$ cat config.mk
export PLATFORM = sky130hd
export DESIGN_NAME = pool_stream_unit_flat
export DESIGN_NICKNAME = d
export VERILOG_FILES = /design/src/rtl/pool_stream_unit_if.sv /design/src/rtl/pool_stream_unit.sv /design/src/flat_wrapper.sv
export SDC_FILE = /design/constraint.sdc
export NUM_CORES = 1
export LEC_CHECK = 0
export BUFFER_PORTS_ARGS = -buffer_cell sky130_fd_sc_hd__clkbuf_2
export CORE_MARGIN = 2
export CORE_UTILIZATION = 55
export CTS_CLUSTER_DIAMETER = 200
export DETAILED_ROUTE_END_ITERATION = 10
export GPL_TIMING_DRIVEN = 1
export PLACE_DENSITY_LB_ADDON = 0.08
export SLEW_MARGIN = 20
export SYNTH_ARGS = -nofsm -noshare
export SYNTH_HDL_FRONTEND = slang
export SYNTH_SLANG_ARGS = --single-unit
$ cat constraint.sdc
create_clock -name clk -period 3.6 [get_ports clk]
set_input_delay 0.18 -clock clk [delete_from_list [all_inputs] [get_ports clk]]
set_output_delay 0.18 -clock clk [all_outputs]
set_load 0.01 [all_outputs]
$ cat src/rtl/pool_stream_unit_if.sv
`default_nettype none
// ============================================================================
//  Module      : pool_stream_unit_if
//  Description : Stream/control bundle for pool_stream_unit. The master side
//                feeds samples and accepts results. The slave side is the
//                pooling engine.
//  Revision    : 1.0 - initial release
// ============================================================================
interface pool_stream_unit_if #(
    parameter int DATA_W = 32
);
    logic              clear;
    logic              mode;
    logic              in_valid;
    logic              in_ready;
    logic [DATA_W-1:0] in_data;
    logic              out_valid;
    logic              out_ready;
    logic [DATA_W-1:0] out_data;
    logic              busy;

    modport master (
        output clear, mode, in_valid, in_data, out_ready,
        input  in_ready, out_valid, out_data, busy
    );

    modport slave (
        input  clear, mode, in_valid, in_data, out_ready,
        output in_ready, out_valid, out_data, busy
    );
endinterface
`default_nettype wire

$ cat src/rtl/pool_stream_unit.sv
`default_nettype none
// ============================================================================
//  Module      : pool_stream_unit
//  Description : Streaming pooling engine. It reduces every WIN accepted
//                samples to one MAX or AVERAGE result. Mode is chosen per
//                window. The input and output use valid/ready handshakes.
//  Revision    : 1.0 - initial release
// ============================================================================
module pool_stream_unit #(
    parameter int DATA_W = 32,
    parameter int WIN    = 4,       // power of two, 2..64
    parameter bit SIGNED = 1'b0
) (
    input  logic             clk,
    input  logic             rst_n,
    pool_stream_unit_if.slave bus
);

    localparam int c_log_win = $clog2(WIN);
    localparam int c_acc_w   = DATA_W + c_log_win;
    localparam int c_cnt_w   = c_log_win;
    localparam logic [c_cnt_w-1:0] c_last = c_cnt_w'(WIN - 1);

    logic [c_cnt_w-1:0] r_cnt;
    logic [c_acc_w-1:0] r_acc;
    logic               r_mode;
    logic               r_out_valid;
    logic [DATA_W-1:0]  r_out_data;

    logic               w_in_ready;
    logic               w_accept;
    logic               w_out_fire;
    logic               w_first;
    logic               w_mode;
    logic               w_gt;
    logic [c_acc_w-1:0] w_ext;
    logic [c_acc_w-1:0] w_acc_next;
    logic [DATA_W-1:0]  w_result;

    // Input stalls only while a finished result is waiting on the consumer.
    assign w_in_ready = !r_out_valid || bus.out_ready;
    assign w_accept   = bus.in_valid && w_in_ready;
    assign w_out_fire = r_out_valid && bus.out_ready;

    // The first sample of a window picks the mode. Later samples use the latched copy.
    assign w_first = (r_cnt == '0);
    assign w_mode  = w_first ? bus.mode : r_mode;

    // Widen the sample to accumulator width. It is sign-extended only in signed mode.
    assign w_ext = {{c_log_win{SIGNED & bus.in_data[DATA_W-1]}}, bus.in_data};

    // A strict greater-than keeps the held value on a tie.
    assign w_gt = SIGNED ? ($signed(bus.in_data) > $signed(r_acc[DATA_W-1:0]))
                         : (bus.in_data > r_acc[DATA_W-1:0]);

    // Accumulator value after folding in the offered sample.
    always_comb begin
        w_acc_next = r_acc;
        if (w_first) begin
            w_acc_next = w_ext;
        end else if (w_mode) begin
            w_acc_next = r_acc + w_ext;
        end else if (w_gt) begin
            w_acc_next = w_ext;
        end
    end

    // Dividing by WIN is a right shift by log2(WIN). The low DATA_W bits of the
    // shifted sum are the same for arithmetic and logical shifts. A plain slice
    // therefore gives the truncated average in both signedness modes.
    assign w_result = w_mode ? w_acc_next[c_acc_w-1:c_log_win]
                             : w_acc_next[DATA_W-1:0];

    // Window counter, accumulator, mode latch and registered result.
    always_ff @(posedge clk or negedge rst_n) begin
        if (!rst_n) begin
            r_cnt       <= '0;
            r_acc       <= '0;
            r_mode      <= 1'b0;
            r_out_valid <= 1'b0;
            r_out_data  <= '0;
        end else begin
            if (w_out_fire) begin
                r_out_valid <= 1'b0;
            end
            if (bus.clear) begin
                r_cnt <= '0;
                r_acc <= '0;
            end else if (w_accept) begin
                if (w_first) begin
                    r_mode <= bus.mode;
                end
                if (r_cnt == c_last) begin
                    r_out_data  <= w_result;
                    r_out_valid <= 1'b1;
                    r_cnt       <= '0;
                    r_acc       <= '0;
                end else begin
                    r_acc <= w_acc_next;
                    r_cnt <= r_cnt + c_cnt_w'(1);
                end
            end
        end
    end

    assign bus.in_ready  = w_in_ready;
    assign bus.out_valid = r_out_valid;
    assign bus.out_data  = r_out_data;
    assign bus.busy      = (r_cnt != '0);

endmodule
`default_nettype wire

$ cat src/flat_wrapper.sv
// flat-port wrapper written by rule: the top's interface ports become plain ports
module pool_stream_unit_flat 
#(
    parameter int DATA_W = 32,
    parameter int WIN    = 4,                             
    parameter bit SIGNED = 1'b0
)
  (clk, rst_n, bus_clear, bus_mode, bus_in_valid, bus_in_data, bus_out_ready, bus_in_ready, bus_out_valid, bus_out_data, bus_busy);
  pool_stream_unit_if #(.DATA_W(DATA_W)) bus_i ();
  input  logic clk;
  input  logic rst_n;
  input wire logic [$bits(bus_i.clear)-1:0] bus_clear;
  input wire logic [$bits(bus_i.mode)-1:0] bus_mode;
  input wire logic [$bits(bus_i.in_valid)-1:0] bus_in_valid;
  input wire logic [$bits(bus_i.in_data)-1:0] bus_in_data;
  input wire logic [$bits(bus_i.out_ready)-1:0] bus_out_ready;
  output wire logic [$bits(bus_i.in_ready)-1:0] bus_in_ready;
  output wire logic [$bits(bus_i.out_valid)-1:0] bus_out_valid;
  output wire logic [$bits(bus_i.out_data)-1:0] bus_out_data;
  output wire logic [$bits(bus_i.busy)-1:0] bus_busy;
  assign bus_i.clear = bus_clear;
  assign bus_i.mode = bus_mode;
  assign bus_i.in_valid = bus_in_valid;
  assign bus_i.in_data = bus_in_data;
  assign bus_i.out_ready = bus_out_ready;
  assign bus_in_ready = bus_i.in_ready;
  assign bus_out_valid = bus_i.out_valid;
  assign bus_out_data = bus_i.out_data;
  assign bus_busy = bus_i.busy;
  pool_stream_unit #(.DATA_W(DATA_W), .WIN(WIN), .SIGNED(SIGNED)) u_core (.clk(clk), .rst_n(rst_n), .bus(bus_i));
endmodule
==> results of run 1 <==
synthesized netlist by cell type, types with 12 or more instances:
library cell / instances
a31oi_1: 14
o21ai_0: 48
o21ai_1: 12
nand2_1: 74
clkbuf_1: 24
xnor2_1: 18
inv_1: 64
o22ai_1: 14
a21oi_1: 68
o211ai_1: 15
nor2_1: 76
o21a_1: 12
ha_1: 66
dfrtp_1: 70
nand3_1: 20
nor3_1: 17
worst max path at each step:
stage / slack, ns / from / cells past startpoint / endpoint
after CTS: 0.15 / u_core.r_acc[9] / 11 / u_core.bus.out_data[19]
after global placement: 0.24 / u_core.r_acc[10] / 11 / u_core.bus.out_data[29]
after detailed placement: 0.16 / u_core.r_acc[9] / 11 / u_core.bus.out_data[19]
final: 0.11 / u_core.r_acc[0] / 11 / u_core.bus.out_data[30]
after floorplan: 0.54 / u_core.r_acc[0] / 11 / u_core.bus.out_data[30]
after global routing: 0.02 / u_core.r_acc[0] / 11 / u_core.bus.out_data[30]
logic make-up after synthesis:
| logic type | Yosys count | share of synthesized area [%] |
|---|---|---|
| simple gates | 258 | 18.9 |
| fa+ha+maj | 67 | 12.4 |
| mux | 11 | 1.67 |
| compound gates | 300 | 31.9 |
| xor+xnor | 22 | 2.82 |
| flops | 70 | 25.6 |
| buf+inv | 107 | 6.74 |
power by group through the flow:
stage / sequential [W] / clock [W] / combinational (W)
after detailed placement: 0.00104 / 0 / 0.00150
after CTS: 0.00102 / 0.000872 / 0.00152
after global routing: 0.00104 / 0.000903 / 0.00171
after global placement: 0.00103 / 0 / 0.00149
final: 0.00103 / 0.000867 / 0.00159
after floorplan: 0.00105 / 0 / 0.000990
area by class of cell:
type	count	area (µm²)	share of cell area (%)
sequential	70	1750	22.5
tap	168	210	2.70
multi-input combinational	658	4680	60.1
clock buffer	13	270	3.47
timing repair buffer	107	626	8.03
clock inverter	1	5.00	0.0642
inverter	66	248	3.18
layer usage:
layer,part of all wire (%),vias up,GRT usage (%)
met2,43,468,56.5
met1,42,3466,52.3
met5,0,-,0
li1,-,3250,-
met3,11,90,9.31
met4,3.9,0,15.0
worst max-delay path, cell delays in order, from the launching register on:
cell and delay, ns:
dfrtp_1 0.42, ha_1 0.22, fa_1 0.40, nor2b_2 0.19
o311ai_2 0.33, a211oi_2 0.21, a31oi_4 0.33, and4b_4 0.27
o21ai_2 0.22, a21oi_1 0.10, mux2_1 0.32, o32a_1 0.36
sequential cells by signal, summed over array words and instances (netlist names):
name / count
u_core.bus.out_valid: 1
u_core.r_mode: 1
u_core.bus.out_data: 32
u_core.r_acc: 34
u_core.r_cnt: 2
placed cells by master, fill, tap and decap left out, types with 5 or more instances in the layout:
cell type and count:
nor2_1 75, nand2_1 74, clkbuf_2 71, dfrtp_1 70
a21oi_1 68, ha_1 66, inv_1 64, o21ai_0 48
buf_4 36, nand3_1 20, xnor2_1 18, nor3_1 16
o211ai_1 15, o22ai_1 14, a31oi_1 14, o21a_1 12
o21ai_1 12, nand2b_1 10, nor2b_1 9, o221ai_1 9
clkbuf_16 9, mux2i_1 8, a22oi_1 8, o31ai_1 7
a221o_1 6, or3_1 5, nand4_1 5, o21bai_1 5
o2111ai_1 5
through the flow:
stage / worst slack, ns / instance area, µm² / utilization [%] / std cells
finish: 0.108 / 7790 / 64.6 / 1083
global route: 0.0207 / 7790 / 64.6 / 1083
CTS: 0.149 / 7710 / 64.0 / 1080
detailed placement: 0.165 / 7440 / 61.7 / 1066
global placement: 0.243 / 7440 / 61.7 / 1066
floorplan: 0.537 / 6830 / - / 835
repair_timing:
item                       4_1_cts  5_1_grt
setup endpoints to repair        0       31
buffers inserted                 0        3
gates resized for setup          0        8
==> results.md, run 1 <==
- Initial antenna violation count: 0
- Post-synth top area cell: dfrtp_1
- Die Y-Extent: 115 µm
- Fin crit share: 97.0%
- R2r endpoint: u_core.bus.out_data[30]
- Remaining global-route overflow: 0
- Max_slew headroom: roughly 32%
- Post-Synthesis Cells: 835
- Max-capacitance violation count: 0
- Inserted Clock Buffers: 9
- Hold Path Class: in2async
- Core area: 12,100 µm²
- All-Layer GR Usage: between 30% and 40%
- Gpl congestion: 1.10
- DRT Wirelength: roughly 25 mm
- Leak: 3.46 nW
- Worst-path fanout max: 5
- Power Total: 0.00348 W
- Final min period: around 3.5 ns
- DRT antenna net count: 0
- Max-slew violations: 0
- Ys flop type: dfrtp_1
- Vias in the first global route: a little under 7,000
- Htree depth: 3
- Wire length per cell: around 23 µm
- Reg2Reg Depth: 11
- Psw: between 0.001 and 0.0015 W
- Sequential cell area fraction in the yosys report: 25.6%
- Unrepaired setup endpoints after global routing: false
- Worst flop-to-flop path startpoint: u_core.r_acc[0]
- Setup TNS: 0 ns
- Root Buffer: clkbuf_16
- Fill count: 1,072
- Flop pwr share: 29.5%
- Port Buffer Count: 72
- Final setup vio count: 0
- Initial Util: 56.7%
- Largest net degree at the start of global routing: 71
- Post-DP HPWL: 18.0 mm
- Global-route wire length before repair: 38.4 mm
- Final hold viol count: 35
- CTS clock-pin slew for the worst setup and hold paths: 0.06 ns
- Cell Rows: 40
- Worst EP arrival: 3.73 ns
- Failing checks: negative hold slack
- Switching Share: 42.1%
- # DRC: 0
- Vias after detailed routing: 7,274
- Bufs on Longest Clock Path: 2
- 1st-iter DRT viols: 864
- Worst setup SP type: flop
- Drt first pass iters: 5
- EDFF count, synth: 0
- Mean post-synth cell area: 8.18 µm²
- Synth top area share: between 20% and 30%
- Die X: 115 µm
- Ant. Diodes: 0
- R2R Setup Slk: 0.11 ns
- Top cells by area, synth: dfrtp_1 26%, ha_1 12%, a21oi_1 5.0%
- Share of layout cells above drive strength 1: 18.3%
- Synthesized area: 6830 µm²
- Area growth syn-to-layout: 14.0%
- Layout Nets: between 1,000 and 1,500
- Slew @ Worst Pin: 1.02 ns
- CP Data Required Time: between 3 and 4 ns
- Async SR Flop Fraction: 100%
- Crit end category: flop
- Clock skew: 0.00992 ns
- Worst skew pair latency: 0.35 ns
- PD cells: between 400 and 500 nW/µm²
- Cts hold-fix bufs: 0
- CTS tree: yes
- Area of the die: between 10,000 and 15,000 µm²
- Peak supply drop: 0.000266 V
- Vias/cell: about 6.7
- Cell internal pwr: between 0.002 and 0.0025 W
- Hold slack: -0.0300 ns
- Unique cell type count in the Yosys netlist: just under 100
- Clk sink count: 70
- Logic pwr share: between 40% and 50%
- Clock power frac: 24.9%
- Crit Path Class: reg2reg
- Synth warn: 0
- Outcome: complete, but fails checks
- Max Fclk: between 200 and 300 MHz
- Ports: 73
- Synthesized flop and latch total: 70
- Net Count, Synth: 940
Power figures use the tool's default switching activity.
==> run 2, diff against run 1 <==
==> constraint.sdc (replaced) <==
create_clock -name clk -period 3.6 [get_ports clk]
set_input_delay 1.08 -clock clk [delete_from_list [all_inputs] [get_ports clk]]
set_output_delay 1.08 -clock clk [all_outputs]
set_load 0.01 [all_outputs]
==> results.md, run 2 (synthesized netlist as in run 1, its figures left out) <==
- Outcome: finished, final reports clean
- Remaining global-route overflow: 0
- Flop pwr share: 26.3%
- Ports: 73
- Clock skew: roughly 0.012 ns
- Multi-input logic area: 4900 µm²
- Port Buffer Count: 72
- DRT antenna net count: 0
- Vias/cell: around 6.5
- Vias after detailed routing: 7,973
- Power Total: slightly below 0.004 W
- Peak supply drop: roughly 0.00033 V
- Gpl congestion: 1.06
- Clk sink count: 70
- Utilization after layout: 76.0%
- Wire length per cell: 21.6 µm
- Core area: about 12,000 µm²
- Commonest non-fill, non-tap cell in the layout: buf_4
- Worst EP arrival: 3.83 ns
- DRT Wirelength: 26.7 mm
- Max-capacitance violation count: 0
- Unrepaired setup endpoints after global routing: true
- Vias in the first global route: 7,670
- Root Buffer: clkbuf_16
- Area growth syn-to-layout: 34.2%
- PD cells: 426 nW/µm²
- Worst-path fanout max: 5
- All-Layer GR Usage: 40.1%
- Clock power frac: 24.2%
- Worst skew pair latency: 0.36 ns
- Die X: between 100 and 150 µm
- Largest register FFs: 34
- Bufs on Longest Clock Path: 2
- Htree depth: 3
- Slew @ Worst Pin: 0.943 ns
- Hold Path Class: reg2reg
- Leak: between 4 and 5 nW
- Worst setup SP type: input port
- # DRC: 0
- Max-slew violations: 0
- Seq. cell area: around 1800 µm²
- CP Data Required Time: 3.87 ns
- Crit end category: flop
- Logic pwr share: roughly half
- Placed Cells: 1,214
- Final min period: 3.55 ns
- Psw: 0.00162 W
- Hold slack: about 0.46 ns
- Setup TNS: 0 ns
- Cell Rows: 40
- Cts hold-fix bufs: 0
- Initial antenna violation count: 0
- Cell internal pwr: ~0.0023 W
- Fill count: around 900
- Crit Path Class: in2reg
- 1st-iter DRT viols: 1,033
- Drt first pass iters: 7
- Post-DP HPWL: 19.5 mm
- Final setup vio count: 0
- CTS clock-pin slew for the worst setup and hold paths: 0.07 ns
- Ant. Diodes: 0
- Switching Share: ~41%
- Most frequent cells in the layout: 183 x buf_4, 74 x nand2_1, 72 x nor2_1, 71 x clkbuf_2, 70 x dfrtp_1
- Max Fclk: 281 MHz
- Global-route wire length before repair: 40.6 mm
- Final hold viol count: 0
- Largest net degree at the start of global routing: 71
- Max_slew headroom: a little under two fifths
- Share of layout cells above drive strength 1: 32.4%
- Final std cells w/o fill: about 1,200
- Inserted Clock Buffers: 9
- CTS tree: yes
- Initial Util: 56.7%
- Layout Nets: 1,167
- Top reg by flops: u_core.r_acc
- Die Y-Extent: 115 µm
- Area of the die: 13,300 µm²
- Fin crit share: 98.7%
-- run 2: final timing paths --
check / endpoint / cells past startpoint / slack (ns) / startpoint
worst min register to register: u_core.bus.out_data[12] / 2 / 0.46 / u_core.bus.out_data[12]
max in group asynchronous: u_core.bus.out_data[26] / 1 / 2.12 / rst_n
min in group asynchronous: u_core.bus.out_data[11] / 1 / 0.88 / rst_n
worst max-delay path: u_core.bus.out_data[19] / 13 / 0.05 / bus_in_data[0]
worst max register to register: u_core.bus.out_data[13] / 14 / 0.31 / u_core.r_acc[17]
worst min-delay path: u_core.bus.out_data[12] / 2 / 0.46 / u_core.bus.out_data[12]
-- run 2: repair_timing --
action,4_1_cts,5_1_grt
pin swaps,4,21
gates cloned,0,1
buffers inserted,2,2
setup endpoints to repair,4,48
gates resized for setup,4,38
-- run 2: area by class of cell --
class	instances	area share [%]
clock buffer	9	2.46
clock inverter	7	0.805
inverter	66	2.70
multi-input combinational	659	53.4
sequential	70	19.1
tap	168	2.29
timing repair buffer	256	19.2
-- run 2: power by group through the flow --
stage / Clock, W / Sequential, W / Combinational [W]
after global routing: 0.000968 / 0.00104 / 0.00207
after floorplan: 0 / 0.00105 / 0.000998
after CTS: 0.000939 / 0.00102 / 0.00181
final: 0.000945 / 0.00103 / 0.00194
after detailed placement: 0 / 0.00104 / 0.00179
after global placement: 0 / 0.00103 / 0.00175
-- run 2: metal layers --
layer	up-vias	GRT usage, %	wire (µm)
met5	-	0	0
met4	0	22.3	1590
met3	128	6.17	3150
met2	516	62.8	11600
met1	3780	53.0	10300
li1	3549	-	-
-- run 2: metrics by stage --
stage | setup slack [ns] | area [µm²]
floorplan | 0.0173 | 6880
global placement | -0.444 | 8610
detailed placement | -0.425 | 8610
CTS | 0.00483 | 8940
global route | -0.0241 | 9170
finish | 0.0468 | 9170
-- run 2: worst max-delay path, stage by stage --
cell	delay, ns
clkbuf_2	0.11
buf_4	0.16
inv_1	0.06
ha_1	0.15
nor2b_1	0.05
o211ai_1	0.26
a21boi_1	0.12
o31a_2	0.42
or3_4	0.47
a21oi_4	0.39
a222oi_1	0.18
nand2b_1	0.19
a31oi_1	0.17
==> run 3, diff against run 2 <==
==> constraint.sdc (replaced) <==
create_clock -name clk -period 4.1 [get_ports clk]
set_input_delay 0.41 -clock clk [delete_from_list [all_inputs] [get_ports clk]]
set_output_delay 0.41 -clock clk [all_outputs]
set_load 0.01 [all_outputs]
==> results.md, run 3 (synthesized netlist as in run 1, its figures left out) <==
- CP Data Required Time: approximately 4.4 ns
- Setup TNS: 0 ns
- Clock skew: 0.0103 ns
- Max-capacitance violation count: 0
- Drt first pass iters: 7
- Final Cell Area: 7630 µm²
- Area of the die: 13,300 µm²
- Switching Share: 41.3%
- Initial antenna violation count: 0
- Leak: 3.35 nW
- Slew @ Worst Pin: 0.914 ns
- Post-Place Cell Area: 7320 µm²
- Core area: 12,100 µm²
- Cell internal pwr: around 0.0018 W
- Share of layout cells above drive strength 1: 16.1%
- Fin crit share: approximately 90%
- Commonest non-fill, non-tap cell in the layout: nor2_1
- Hold Path Class: in2async
- Die Y-Extent: 115 µm
- Inserted Clock Buffers: 9
- 1st-iter DRT viols: 813
- Vias after detailed routing: a little over 7,000
- Power Total: 0.00304 W
- Worst-path fanout max: 17
- Final setup vio count: 0
- CTS tree: yes
- Remaining global-route overflow: 0
- Port Buffer Count: slightly above 70
- # DRC: 0
- Vias/cell: approximately 6.7
- Flop pwr share: 29.8%
- Cts hold-fix bufs: 0
- Largest register FFs: 34
- Worst EP arrival: 3.96 ns
- Logic pwr share: between 40% and 50%
- Slowest cell delay on critical path: 0.49 ns
- Outcome: finished, final reports clean
- Ant. Diodes: 0
- Worst setup SP type: flop
- All-Layer GR Usage: 36.7%
- Final hold viol count: 0
- Bufs on Longest Clock Path: 2
- Worst skew pair latency: ~0.35 ns
- Psw: 0.00126 W
- Wire length per cell: 22.6 µm
- Post-CTS sizing: 0
- Slowest-stage cell, CP: ha_1
- CP dominant cell by count: nand2_2
- Vias in the first global route: 6,689
- DRT Wirelength: 24.1 mm
- Post-CTS Setup Inserts: 0
- Utilization after layout: between 60% and 70%
- PD cells: 399 nW/µm²
- Area growth syn-to-layout: 11.6%
- Largest net degree at the start of global routing: 71
- Max_slew headroom: between 30% and 40%
- Max-slew violations: 0
- Cell Rows: 40
- Crit end category: flop
- Peak supply drop: 0.000210 V
- Crit-path cells: inv_1 > ha_1 > nand4_1 > nor4_4 > and3_1 > nand2_2 > nand2_2 > or2_1 > buf_4 > a2bb2oi_1 > o21ai_0 > o211ai_1
- Gpl congestion: 1.02
- Ports: between 70 and 80
- Layout Nets: 998
- Crit Path Class: reg2reg
- Max Fclk: 271 MHz
- Clk sink count: 70
- Post-DP HPWL: 17.9 mm
- Htree depth: 3
- Die X: 115 µm
- Global-route wire length before repair: roughly 37 mm
- Final min period: between 3 and 4 ns
- Root Buffer: clkbuf_16
- Clock power frac: 26.8%
- Initial Util: 56.7%
- Unrepaired setup endpoints after global routing: false
- Top reg by flops: u_core.r_acc
- CTS clock-pin slew for the worst setup and hold paths: 0.06 ns
- Most frequent cells in the layout: 76 x nor2_1, 74 x nand2_1, 71 x clkbuf_2, 70 x dfrtp_1, 67 x a21oi_1
- Hold slack: 0.177 ns
- DRT antenna net count: 0
[run 3: changes by cell type in the layout (fill, tap and decap cells not counted), sizes merged]
cell and delta:
clkinvlp -3, inv -1, buf -168, clkbuf +4, a21oi -1
[run 3: layout make-up]
cell class	count	area, µm²
well taps	168	210
repair buffers	88	483
clock buffers	13	260
fillers	1068	4440
inverters	66	248
multi-input cells	658	4630
flip-flops and latches	70	1750
clock inverters	3	42.5
[run 3: final timing paths]
path | start | cells after the start | to | slack (ns)
hold reg to reg | u_core.bus.out_data[11] | 2 | u_core.bus.out_data[11] | 0.47
max in group asynchronous | rst_n | 1 | u_core.r_acc[5] | 3.29
setup reg to reg | u_core.r_acc[19] | 12 | u_core.bus.out_data[10] | 0.41
min in group clk | bus_clear | 2 | u_core.r_cnt[1] | 0.32
setup / recovery | u_core.r_acc[19] | 12 | u_core.bus.out_data[10] | 0.41
hold / removal | rst_n | 1 | u_core.r_acc[10] | 0.18
[run 3: critical path, delay by kind of cell (launching register included)]
family	cells	cell delay, ns
buffers and inverters	2	0.41
adder cells (fa/ha/maj)	1	0.49
AND/OR/NAND/NOR	6	1.70
AO/OA/AOI/OAI	3	0.63
flip-flops	1	0.37
[run 3: metrics by stage]
stage | setup slack, ns | std cells
after floorplan | 1.03 | 835
after global placement | 0.543 | 1050
after CTS | 0.540 | 1066
final | 0.406 | 1066
after global routing | 0.276 | 1066
after detailed placement | 0.470 | 1050
[run 3: per-layer routing]
layer  global-route usage [%]  share of wire, %
met3                     5.33                10
met4                     14.7               3.1
met1                     51.7                42
met5                        0                 0
met2                     56.8                45
[run 3: power by group through the flow]
stage / sequential, W / clock, W / combinational [W]
after detailed placement: 0.000916 / 0 / 0.00129
after floorplan: 0.000918 / 0 / 0.000869
after global placement: 0.000908 / 0 / 0.00127
after global routing: 0.000923 / 0.000848 / 0.00143
after CTS: 0.000905 / 0.000822 / 0.00129
final: 0.000907 / 0.000814 / 0.00132
